===== src/rtl/bitstream_scan_ctrl_if.sv =====
// bitstream_scan_ctrl_if: per-channel result valid/ready channel of the scan sequencer.
interface bitstream_scan_ctrl_if #(
  parameter int P_SEL_WIDTH = 4,
  parameter int P_ACC_WIDTH = 24
);
  logic                   res_valid;
  logic                   res_ready;
  logic [P_SEL_WIDTH-1:0] res_ch;
  logic [P_ACC_WIDTH-1:0] res_sum;
  logic                   res_sat;
  modport master (output res_valid, res_ch, res_sum, res_sat, input res_ready);
  modport slave  (input res_valid, res_ch, res_sum, res_sat, output res_ready);
endinterface


===== src/rtl/bitstream_scan_ctrl.sv =====
// bitstream_scan_ctrl: scans a channel range through one shared bitstream counter, summing window counts per channel.
module bitstream_scan_ctrl #(
  parameter int P_N_WIDTH      = 16,
  parameter int P_SEL_WIDTH    = 4,
  parameter int P_SETTLE_WIDTH = 8,
  parameter int P_ACC_WIDTH    = 24
) (
  input  logic                      clk,
  input  logic                      rst_n,
  input  logic                      start,
  input  logic                      abort,
  input  logic [P_SEL_WIDTH-1:0]    ch_first,
  input  logic [P_SEL_WIDTH-1:0]    ch_last,
  input  logic [P_N_WIDTH-1:0]      period_cfg,
  input  logic [7:0]                n_windows,
  input  logic [P_SETTLE_WIDTH-1:0] settle,
  output logic                      cnt_rst,
  output logic                      cnt_inh,
  output logic [P_N_WIDTH-1:0]      cnt_period,
  output logic [P_SEL_WIDTH-1:0]    sel,
  input  logic                      cnt_update,
  input  logic [P_N_WIDTH-1:0]      cnt_n,
  output logic                      busy,
  output logic                      done,
  bitstream_scan_ctrl_if.master     res
);
  typedef enum logic [2:0] {IDLE, SETTLE, ARM, COUNT, EMIT} state_t;
  state_t                    state_q, state_d;
  logic [P_SEL_WIDTH-1:0]    sel_q, sel_d, last_q, last_d;
  logic [P_N_WIDTH-1:0]      period_q, period_d;
  logic [7:0]                nwin_q, nwin_d, wcnt_q, wcnt_d, nw;
  logic [P_SETTLE_WIDTH-1:0] settle_q, settle_d, scnt_q, scnt_d;
  logic [P_ACC_WIDTH-1:0]    sum_q, sum_d;
  logic [P_ACC_WIDTH:0]      add;
  logic sat_q, sat_d, busy_q, busy_d, done_q, done_d, valid_q, valid_d;
  logic cnt_rst_q, cnt_rst_d, cnt_inh_q, cnt_inh_d;
  always_comb begin
    state_d  = state_q;
    sel_d    = sel_q;
    last_d   = last_q;
    period_d = period_q;
    nwin_d   = nwin_q;
    wcnt_d   = wcnt_q;
    settle_d = settle_q;
    scnt_d   = scnt_q;
    sum_d    = sum_q;
    sat_d    = sat_q;
    done_d   = 1'b0;
    nw       = (n_windows == 8'd0) ? 8'd1 : n_windows;
    add      = {1'b0, sum_q} + (P_ACC_WIDTH+1)'(cnt_n);
    case (state_q)
      IDLE: if (start && !abort) begin
        state_d  = SETTLE;
        sel_d    = ch_first;
        last_d   = ch_last;
        period_d = (period_cfg < P_N_WIDTH'(2)) ? P_N_WIDTH'(2) : period_cfg;
        nwin_d   = nw;
        wcnt_d   = nw;
        settle_d = settle;
        scnt_d   = settle;
        sum_d    = '0;
        sat_d    = 1'b0;
      end
      SETTLE: if (scnt_q == '0) state_d = ARM; else scnt_d = scnt_q - 1'b1;
      ARM: if (cnt_update) state_d = COUNT;
      COUNT: if (cnt_update) begin
        sum_d  = add[P_ACC_WIDTH] ? '1 : add[P_ACC_WIDTH-1:0];
        sat_d  = sat_q | add[P_ACC_WIDTH] | (&cnt_n);
        wcnt_d = wcnt_q - 1'b1;
        if (wcnt_q == 8'd1) state_d = EMIT;
      end
      EMIT: if (res.res_ready) begin
        if (sel_q == last_q) begin
          state_d = IDLE;
          done_d  = 1'b1;
        end else begin
          state_d = SETTLE;
          sel_d   = sel_q + 1'b1;
          scnt_d  = settle_q;
          wcnt_d  = nwin_q;
          sum_d   = '0;
          sat_d   = 1'b0;
        end
      end
      default: state_d = IDLE;
    endcase
    // abort overrides every event above, including a same-cycle handshake
    if (abort && state_q != IDLE) begin
      state_d = IDLE;
      done_d  = 1'b0;
    end
    busy_d    = state_d != IDLE;
    valid_d   = state_d == EMIT;
    cnt_rst_d = state_d == IDLE || state_d == SETTLE;
    cnt_inh_d = !(state_d == ARM || state_d == COUNT);
  end
  always_ff @(posedge clk or negedge rst_n) begin
    if (!rst_n) begin
      state_q   <= IDLE;
      sel_q     <= '0;
      last_q    <= '0;
      period_q  <= '0;
      nwin_q    <= '0;
      wcnt_q    <= '0;
      settle_q  <= '0;
      scnt_q    <= '0;
      sum_q     <= '0;
      sat_q     <= 1'b0;
      busy_q    <= 1'b0;
      done_q    <= 1'b0;
      valid_q   <= 1'b0;
      cnt_rst_q <= 1'b1;
      cnt_inh_q <= 1'b1;
    end else begin
      state_q   <= state_d;
      sel_q     <= sel_d;
      last_q    <= last_d;
      period_q  <= period_d;
      nwin_q    <= nwin_d;
      wcnt_q    <= wcnt_d;
      settle_q  <= settle_d;
      scnt_q    <= scnt_d;
      sum_q     <= sum_d;
      sat_q     <= sat_d;
      busy_q    <= busy_d;
      done_q    <= done_d;
      valid_q   <= valid_d;
      cnt_rst_q <= cnt_rst_d;
      cnt_inh_q <= cnt_inh_d;
    end
  end
  assign cnt_rst       = cnt_rst_q;
  assign cnt_inh       = cnt_inh_q;
  assign cnt_period    = period_q;
  assign sel           = sel_q;
  assign busy          = busy_q;
  assign done          = done_q;
  assign res.res_valid = valid_q;
  assign res.res_ch    = sel_q;
  assign res.res_sum   = sum_q;
  assign res.res_sat   = sat_q;
endmodule

===== src/flat_wrapper.sv =====
// flat-port wrapper written by rule: the top's interface ports become plain ports
module bitstream_scan_ctrl_flat 
#(
  parameter int P_N_WIDTH      = 16,
  parameter int P_SEL_WIDTH    = 4,
  parameter int P_SETTLE_WIDTH = 8,
  parameter int P_ACC_WIDTH    = 24
)
  (clk, rst_n, start, abort, ch_first, ch_last, period_cfg, n_windows, settle, cnt_rst, cnt_inh, cnt_period, sel, cnt_update, cnt_n, busy, done, res_res_valid, res_res_ch, res_res_sum, res_res_sat, res_res_ready);
  bitstream_scan_ctrl_if #(.P_SEL_WIDTH(P_SEL_WIDTH), .P_ACC_WIDTH(P_ACC_WIDTH)) res_i ();
  input  logic clk;
  input  logic rst_n;
  input  logic start;
  input  logic abort;
  input  logic [P_SEL_WIDTH-1:0] ch_first;
  input  logic [P_SEL_WIDTH-1:0] ch_last;
  input  logic [P_N_WIDTH-1:0] period_cfg;
  input  logic [7:0] n_windows;
  input  logic [P_SETTLE_WIDTH-1:0] settle;
  output logic cnt_rst;
  output logic cnt_inh;
  output logic [P_N_WIDTH-1:0] cnt_period;
  output logic [P_SEL_WIDTH-1:0] sel;
  input  logic cnt_update;
  input  logic [P_N_WIDTH-1:0] cnt_n;
  output logic busy;
  output logic done;
  output wire logic [$bits(res_i.res_valid)-1:0] res_res_valid;
  output wire logic [$bits(res_i.res_ch)-1:0] res_res_ch;
  output wire logic [$bits(res_i.res_sum)-1:0] res_res_sum;
  output wire logic [$bits(res_i.res_sat)-1:0] res_res_sat;
  input wire logic [$bits(res_i.res_ready)-1:0] res_res_ready;
  assign res_res_valid = res_i.res_valid;
  assign res_res_ch = res_i.res_ch;
  assign res_res_sum = res_i.res_sum;
  assign res_res_sat = res_i.res_sat;
  assign res_i.res_ready = res_res_ready;
  bitstream_scan_ctrl #(.P_N_WIDTH(P_N_WIDTH), .P_SEL_WIDTH(P_SEL_WIDTH), .P_SETTLE_WIDTH(P_SETTLE_WIDTH), .P_ACC_WIDTH(P_ACC_WIDTH)) u_core (.clk(clk), .rst_n(rst_n), .start(start), .abort(abort), .ch_first(ch_first), .ch_last(ch_last), .period_cfg(period_cfg), .n_windows(n_windows), .settle(settle), .cnt_rst(cnt_rst), .cnt_inh(cnt_inh), .cnt_period(cnt_period), .sel(sel), .cnt_update(cnt_update), .cnt_n(cnt_n), .busy(busy), .done(done), .res(res_i));
endmodule

===== config.mk =====
export PLATFORM = sky130hd
export DESIGN_NAME = bitstream_scan_ctrl_flat
export DESIGN_NICKNAME = d
export VERILOG_FILES = /design/src/rtl/bitstream_scan_ctrl_if.sv /design/src/rtl/bitstream_scan_ctrl.sv /design/src/flat_wrapper.sv
export SDC_FILE = /design/constraint.sdc
export NUM_CORES = 1
export LEC_CHECK = 0
export BUFFER_PORTS_ARGS = -buffer_cell sky130_fd_sc_hd__buf_2
export CORE_MARGIN = 8
export CORE_UTILIZATION = 49
export DETAILED_ROUTE_END_ITERATION = 16
export PLACE_DENSITY = 0.76
export SYNTH_ARGS = -nofsm -noshare
export SYNTH_HDL_FRONTEND = slang
export SYNTH_SLANG_ARGS = --single-unit

===== constraint.sdc =====
create_clock -name clk -period 2.8 [get_ports clk]
set_clock_uncertainty 0.1 [all_clocks]
set_input_delay 0.28 -clock clk [delete_from_list [all_inputs] [get_ports clk]]
set_output_delay 0.28 -clock clk [all_outputs]
set_load 0.01 [all_outputs]

==> run metrics, run 1 <==
run status finished clean; total I/O pin count 116; critical path class reg -> reg; clock latency reported for the late side of the worst-skew pair 0.36 ns; post-CTS clock slew at the launch and capture registers of the worst setup and hold paths 0.09 ns; area added between synthesis and finish 24.30%; Pleak 3.119 nW; first-pass GRT wire length 23.92 mm; post-route worst hold slack 0.05162 ns; post-layout net count 776; area share of the largest cell type after synthesis 42.24%; number of buffers on the longest clock path 2; Flop pwr share 41.5%; total CTS buffers 9; part of the total power dissipated in combinational logic 37.7%; gr usage total 19.98%; setup repair after global routing missed its margin yes; Worst path slowest cell or4_4; H-Tree Depth 3; root buf cell clkbuf_8; core area 0.01028 mm²; required time at the worst-slack endpoint 3.00 ns; primary flip-flop cell chosen by synthesis mapping dfrtp_1; clock network fraction of design power 20.7%; Synth Net Count 633; row count 37; warnings from Yosys 0; number of antenna violations at the first check in global routing 0; max-capacitance violation count 0; Post-Route Utilization 62.33%; number of buffer cells added on primary ports 115; Rel. slew slack 36.93%; critical path arrival 2.96 ns; number of setup violations in the final report 0; average wire per cell in the routed design 17.09 µm; via count of the first global-routing pass 5083; switching share of power 36.79%; minimum clock period 2.764 ns; proportion of layout cells with a drive suffix above 1 32.57%; Switch Pwr 1.821 mW; crit path cell chain ha_1 > and3_4 > a221oi_4 > or3_4 > a31o_4 > buf_6 > or4_4 > a21boi_2 > nand3_1; share of the clock period used by the worst path 98.71%; number of instances in the synthesized netlist 549; worst path buffer plus inverter count 1; biggest area consumer among synthesized cells dfrtp_1; number of inserted diodes 0; top area cells in the synthesized netlist dfrtp_1 42%, mux2_2 7.4%, o21ai_0 5.9%, ha_1 5.1%, nand2_1 4.0%; class of the most critical hold timing path in -> reg; Avg Synthesized Cell Area 9.387 µm²; Final HPWL DP 10.80 mm; highest clock frequency the design can meet 361.8 MHz; number of clock sinks seen by CTS 89; Final Routed Wirelength 14.24 mm; initial detailed-routing violation count 429; total vias in the final route 4907; Worst-Margin Slew 0.9437 ns; Power per Cell Area 772.7 mW/mm²; Setup crit start kind register; async set-or-reset flop fraction in the synthesized netlist 100.0%; die extent in x 118.6 µm; number of search-and-repair iterations in the first detailed-routing pass 5; sequential share of the synthesized area 43.26%; Netlist Area Pre-Place 0.005154 mm²; stage delay of the slowest cell on the critical path 0.56 ns; number of antenna-violating nets in the routed design 0; pin count of the biggest net entering global routing 46; Critical Path End Type register; count of endpoints failing hold in the final timing report 0; critical-path maximum fanout 5; register bit total from synthesis 89; Initial Utilization 50.15%; floorplan die area 0.01406 mm²; peak ir drop on the vdd network 0.0004878 V; DRC errors left 0; kind of cell with the highest combined delay on the critical path simple AND/OR/NAND/NOR gates; clock tree from TritonCTS done; final global-route overflow total 0; DIE HEIGHT 118.6 µm; Final Max Slew Viols 0; via density per instance 5.891; cell-internal power 3.129 mW; count of flip-flops with a built-in enable after synthesis 0; routability-driven placement congestion ratio 0.9210; number of distinct standard cells referenced by the synthesized netlist 64
-- cell type report --
cell class,count,area [µm²]
fill,898,3871
tap,136,170.2
inverter,23,86.33
clock buffer,10,137.6
timing repair buffer,157,912.1
sequential,89,2230
clock inverter,6,95.09
multi-input combinational,412,2775
-- placed cells by master (no fill, tap or decap), types with 2 or more instances in the layout --
cell and instances:
a221oi_1 6, or3_1 7, buf_2 114, o22ai_1 3, a41oi_1 2, a21oi_1 40, nor2b_1 3, a22o_1 2
a31oi_1 14, nand2_1 55, o211ai_1 6, mux2_2 34, inv_1 23, nor3_1 12, a311oi_1 2, nand4_1 10
a2bb2oi_1 2, buf_4 40, xnor2_1 13, and2_2 2, nor4_1 11, xor2_1 5, bufinv_16 2, nand2b_1 3
dfstp_2 2, o2111ai_1 2, clkbuf_8 10, ha_4 2, o21a_1 3, a21o_1 6, nand3_1 11, inv_6 3
nor3b_1 2, ha_1 19, nor2_1 37, dfrtp_1 87, a211oi_1 3, o21ai_0 61, a22oi_1 2, a32o_1 2
-- path summary, 6_finish.rpt --
path	startpoint	to	slack, ns	cells after the start
min in group asynchronous	rst_n	u_core.scnt_q[0]	0.37	2
worst max-delay path	u_core.res.res_sum[3]	u_core.res.res_sum[19]	0.04	9
worst min-delay path	ch_last[1]	u_core.last_q[1]	0.05	2
worst max register to register	u_core.res.res_sum[3]	u_core.res.res_sum[19]	0.04	9
worst min register to register	u_core.res.res_sum[14]	u_core.res.res_sum[14]	0.41	2
max in group asynchronous	rst_n	u_core.res.res_sat	1.59	3
-- power by group through the flow --
| stage | combinational (mW) | sequential, mW | clock (mW) |
|---|---|---|---|
| final | 1.87 | 2.06 | 1.03 |
| after global placement | 1.77 | 2.04 | 0 |
| after CTS | 1.85 | 2.05 | 1.05 |
| after detailed placement | 1.85 | 2.07 | 0 |
| after global routing | 2.07 | 2.11 | 1.11 |
| after floorplan | 1.17 | 2.08 | 0 |
-- flip-flops by register name, summed over array words and instances (netlist names), 4 cells and up --
name / flops
u_core.res.res_sum: 24
u_core.res.res_ch: 4
u_core.cnt_period: 16
u_core.scnt_q: 8
u_core.wcnt_q: 8
u_core.last_q: 4
u_core.settle_q: 8
u_core.nwin_q: 8
-- cells in the mapped netlist, types with 11 or more instances --
cell type,count
nor2_1,37
mux2_2,34
a31oi_1,14
nand3_1,11
a21oi_1,40
nor4_1,11
nor3_1,13
nand2_1,55
xnor2_1,13
clkbuf_1,17
dfrtp_1,87
ha_1,21
o21ai_0,61
inv_1,23
-- metrics by stage --
stage               cell area, µm²  power (mW)  cells  TNS (ns)  setup slack [ns]
global route                  6406       5.290    833  -0.02616          -0.02616
finish                        6406       4.950    833         0           0.03626
CTS                           6332       4.952    831         0          0.008264
global placement              6076       3.810    814  -0.04398          -0.04398
detailed placement            6076       3.913    814    -2.390           -0.2529
floorplan                     5154       3.252    549         0            0.1147
-- kinds of logic after synthesis --
| family | after synthesis | synth area share, % |
|---|---|---|
| AO/OA/AOI/OAI | 174 | 21.32 |
| flip-flops | 89 | 43.26 |
| AND/OR/NAND/NOR | 164 | 15.22 |
| XOR/XNOR | 18 | 3.059 |
| buffers and inverters | 48 | 4.224 |
| multiplexers | 34 | 7.429 |
| adder cells (fa/ha/maj) | 22 | 5.487 |
-- what timing repair did --
item	in CTS	in global routing
gates resized for setup	3	9
pin swaps	0	7
endpoints found under the hold margin	42	0
endpoints found under the setup margin	19	6
setup buffers	0	2
hold buffers	1	0
-- routing by layer --
layer | vias up | track usage, % | wire length (µm)
met3 | 12 | 6.759 | 1200
met2 | 206 | 33.84 | 6879
met4 | 0 | 3.636 | 124
met1 | 2386 | 24.41 | 6033
li1 | 2303 | - | -
met5 | - | 0 | 0
No activity file was read; power rests on OpenSTA's default activity.
==> inputs of run 2 (changes only) <==
--- a/config.mk
+++ b/config.mk
@@ -6,7 +6,6 @@
 export NUM_CORES = 1
 export LEC_CHECK = 0
 export BUFFER_PORTS_ARGS = -buffer_cell sky130_fd_sc_hd__buf_2
-export CORE_MARGIN = 8
 export CORE_UTILIZATION = 49
 export DETAILED_ROUTE_END_ITERATION = 16
 export PLACE_DENSITY = 0.76
==> run metrics, run 2 (synthesized netlist as in run 1, its figures left out) <==
critical path arrival 2.93 ns (was 2.96 ns); Power per Cell Area 744.3 mW/mm² (was 772.7 mW/mm²); number of flip-flops under the largest register name 24 (unchanged); number of inserted diodes 0 (unchanged); commonest cells after routing, fill and taps aside 114 x buf_2, 87 x dfrtp_1, 60 x o21ai_0 (was 114 x buf_2, 87 x dfrtp_1, 61 x o21ai_0); post-layout net count 776 (unchanged); Final HPWL DP 9.744 mm (was 10.80 mm); number of antenna violations at the first check in global routing 0 (unchanged); floorplan die area 0.01093 mm² (was 0.01406 mm²); required time at the worst-slack endpoint 3.00 ns (about the same); total vias in the final route 4874 (was 4907); Post-Route Utilization 61.65% (was 62.33%); highest clock frequency the design can meet 367.1 MHz (was 361.8 MHz); number of search-and-repair iterations in the first detailed-routing pass 5 (unchanged); run status finished clean (unchanged); number of antenna-violating nets in the routed design 0 (unchanged); count of endpoints failing hold in the final timing report 0 (unchanged); clock network fraction of design power 17.3% (was 20.7%); DRC errors left 0 (unchanged); critical-path maximum fanout 5 (unchanged); Critical Path End Type register (unchanged); initial detailed-routing violation count 313 (was 429); root buf cell clkbuf_8 (unchanged); met2 track utilization from global routing 42.29% (was 33.84%); minimum clock period 2.724 ns (was 2.764 ns); number of clock sinks seen by CTS 89 (unchanged); row count 37 (unchanged); routability-driven placement congestion ratio 1.013 (was 0.9210); Seq. cell area 0.002230 mm² (unchanged); share of the clock period used by the worst path 97.29% (was 98.71%); core area 0.01028 mm² (unchanged); pin count of the biggest net entering global routing 51 (was 46); area used by multi-input combinational logic 0.002765 mm² (was 0.002775 mm²); Setup crit start kind register (unchanged); part of the total power dissipated in combinational logic 39.1% (was 37.7%); cell-internal power 2.962 mW (was 3.129 mW); H-Tree Depth 3 (unchanged); post-CTS clock slew at the launch and capture registers of the worst setup and hold paths 0.09 ns (about the same); Global Route met3 Usage 4.492% (was 6.759%); Initial Utilization 50.15% (unchanged); via count of the first global-routing pass 4797 (was 5083); total I/O pin count 116 (unchanged); most common cell after layout, fill and taps aside buf_2 (unchanged); die extent in x 104.6 µm (was 118.6 µm); setup total negative slack 0 ns (unchanged); area added between synthesis and finish 22.94% (was 24.30%); Flop pwr share 43.6% (was 41.5%); switching share of power 37.18% (was 36.79%); gr usage total 24.88% (was 19.98%); Layout fillers 910 (was 898); via density per instance 5.851 (was 5.891); number of buffer cells added on primary ports 115 (unchanged); class of the most critical hold timing path in -> reg (unchanged); Final Max Slew Viols 0 (unchanged); Worst-Margin Slew 0.8316 ns (was 0.9437 ns); met1 usage in global routing 31.43% (was 24.41%); peak ir drop on the vdd network 0.0005113 V (was 0.0004878 V); number of setup violations in the final report 0 (unchanged); global routing's busiest layer met2 (unchanged); total CTS buffers 9 (unchanged); number of buffers on the longest clock path 2 (unchanged); DIE HEIGHT 104.6 µm (was 118.6 µm); average wire per cell in the routed design 15.86 µm (was 17.09 µm); clock tree from TritonCTS done (unchanged); proportion of layout cells with a drive suffix above 1 32.14% (was 32.57%); Rel. slew slack 44.42% (was 36.93%); critical path class reg -> reg (unchanged); first-pass GRT wire length 21.93 mm (was 23.92 mm); register-to-register setup slack 0.08 ns (was 0.04 ns); max-capacitance violation count 0 (unchanged); Final Routed Wirelength 13.21 mm (was 14.24 mm); final global-route overflow total 0 (unchanged); Switch Pwr 1.753 mW (was 1.821 mW); clock latency reported for the late side of the worst-skew pair 0.36 ns (about the same); Pleak 3.084 nW (was 3.119 nW)
[run 2: repair_timing]
| item | in CTS | in global routing |
|---|---|---|
| endpoints found under the hold margin | 47 | 0 |
| setup endpoints to repair | 21 | 17 |
| pin swaps | 1 | 3 |
| hold buffers | 1 | 0 |
| resized for setup | 2 | 9 |
| cloned | 0 | 0 |
| buffers inserted | 1 | 0 |
[run 2: routing by layer]
layer | vias to the layer above | part of all wire [%]
met2 | 215 | 49
met3 | 21 | 6.4
met1 | 2336 | 43
met5 | - | 0
li1 | 2302 | -
met4 | 0 | 1.5
[run 2: cell type report]
type                    instances  area share [%]
flip-flops and latches         89           35.19
multi-input cells             412           43.64
clock inverters                 3          0.2765
well taps                     136           2.686
repair buffers                157           14.34
inverters                      23           1.363
clock buffers                  13           2.508
[run 2: power by group through the flow]
stage	clock network, mW	logic [mW]	registers (mW)
CTS	0.842	1.83	2.05
global route	0.891	2.05	2.11
finish	0.817	1.84	2.05
global placement	0	1.75	2.04
floorplan	0	1.17	2.08
detailed placement	0	1.82	2.06
[run 2: worst paths after layout]
path	startpoint	endpoint	cells past startpoint
max	u_core.res.res_sum[4]	u_core.res.res_sum[19]	9
min	period_cfg[0]	u_core.cnt_period[0]	2
max reg2reg	u_core.res.res_sum[4]	u_core.res.res_sum[19]	9
min reg2reg	u_core.res.res_sum[5]	u_core.res.res_sum[5]	2
max in group asynchronous	rst_n	u_core.wcnt_q[0]	3
min in group asynchronous	rst_n	u_core.settle_q[3]	2
[run 2: worst max-delay path: stages (launching register included)]
cell and delay, ns:
dfrtp_1 0.39, ha_1 0.33, and3_4 0.21, a221oi_4 0.06, or3_4 0.39, a31o_4 0.26
buf_4 0.15, or4_4 0.53, a21boi_1 0.15, nand3_1 0.10
[run 2: metrics by stage]
step,area [µm²],std cells,hold WS (ns),setup slack [ns],power [mW]
6_report,6336,833,0.03382,0.07594,4.716
5_1_grt,6336,833,0.03449,-0.01059,5.051
4_1_cts,6290,833,0.02174,0.005639,4.720
2_1_floorplan,5154,549,-0.1156,0.1147,3.252
3_3_place_gp,6083,815,0.2405,-0.1338,3.794
3_5_place_dp,6083,815,0.2491,-0.2916,3.882
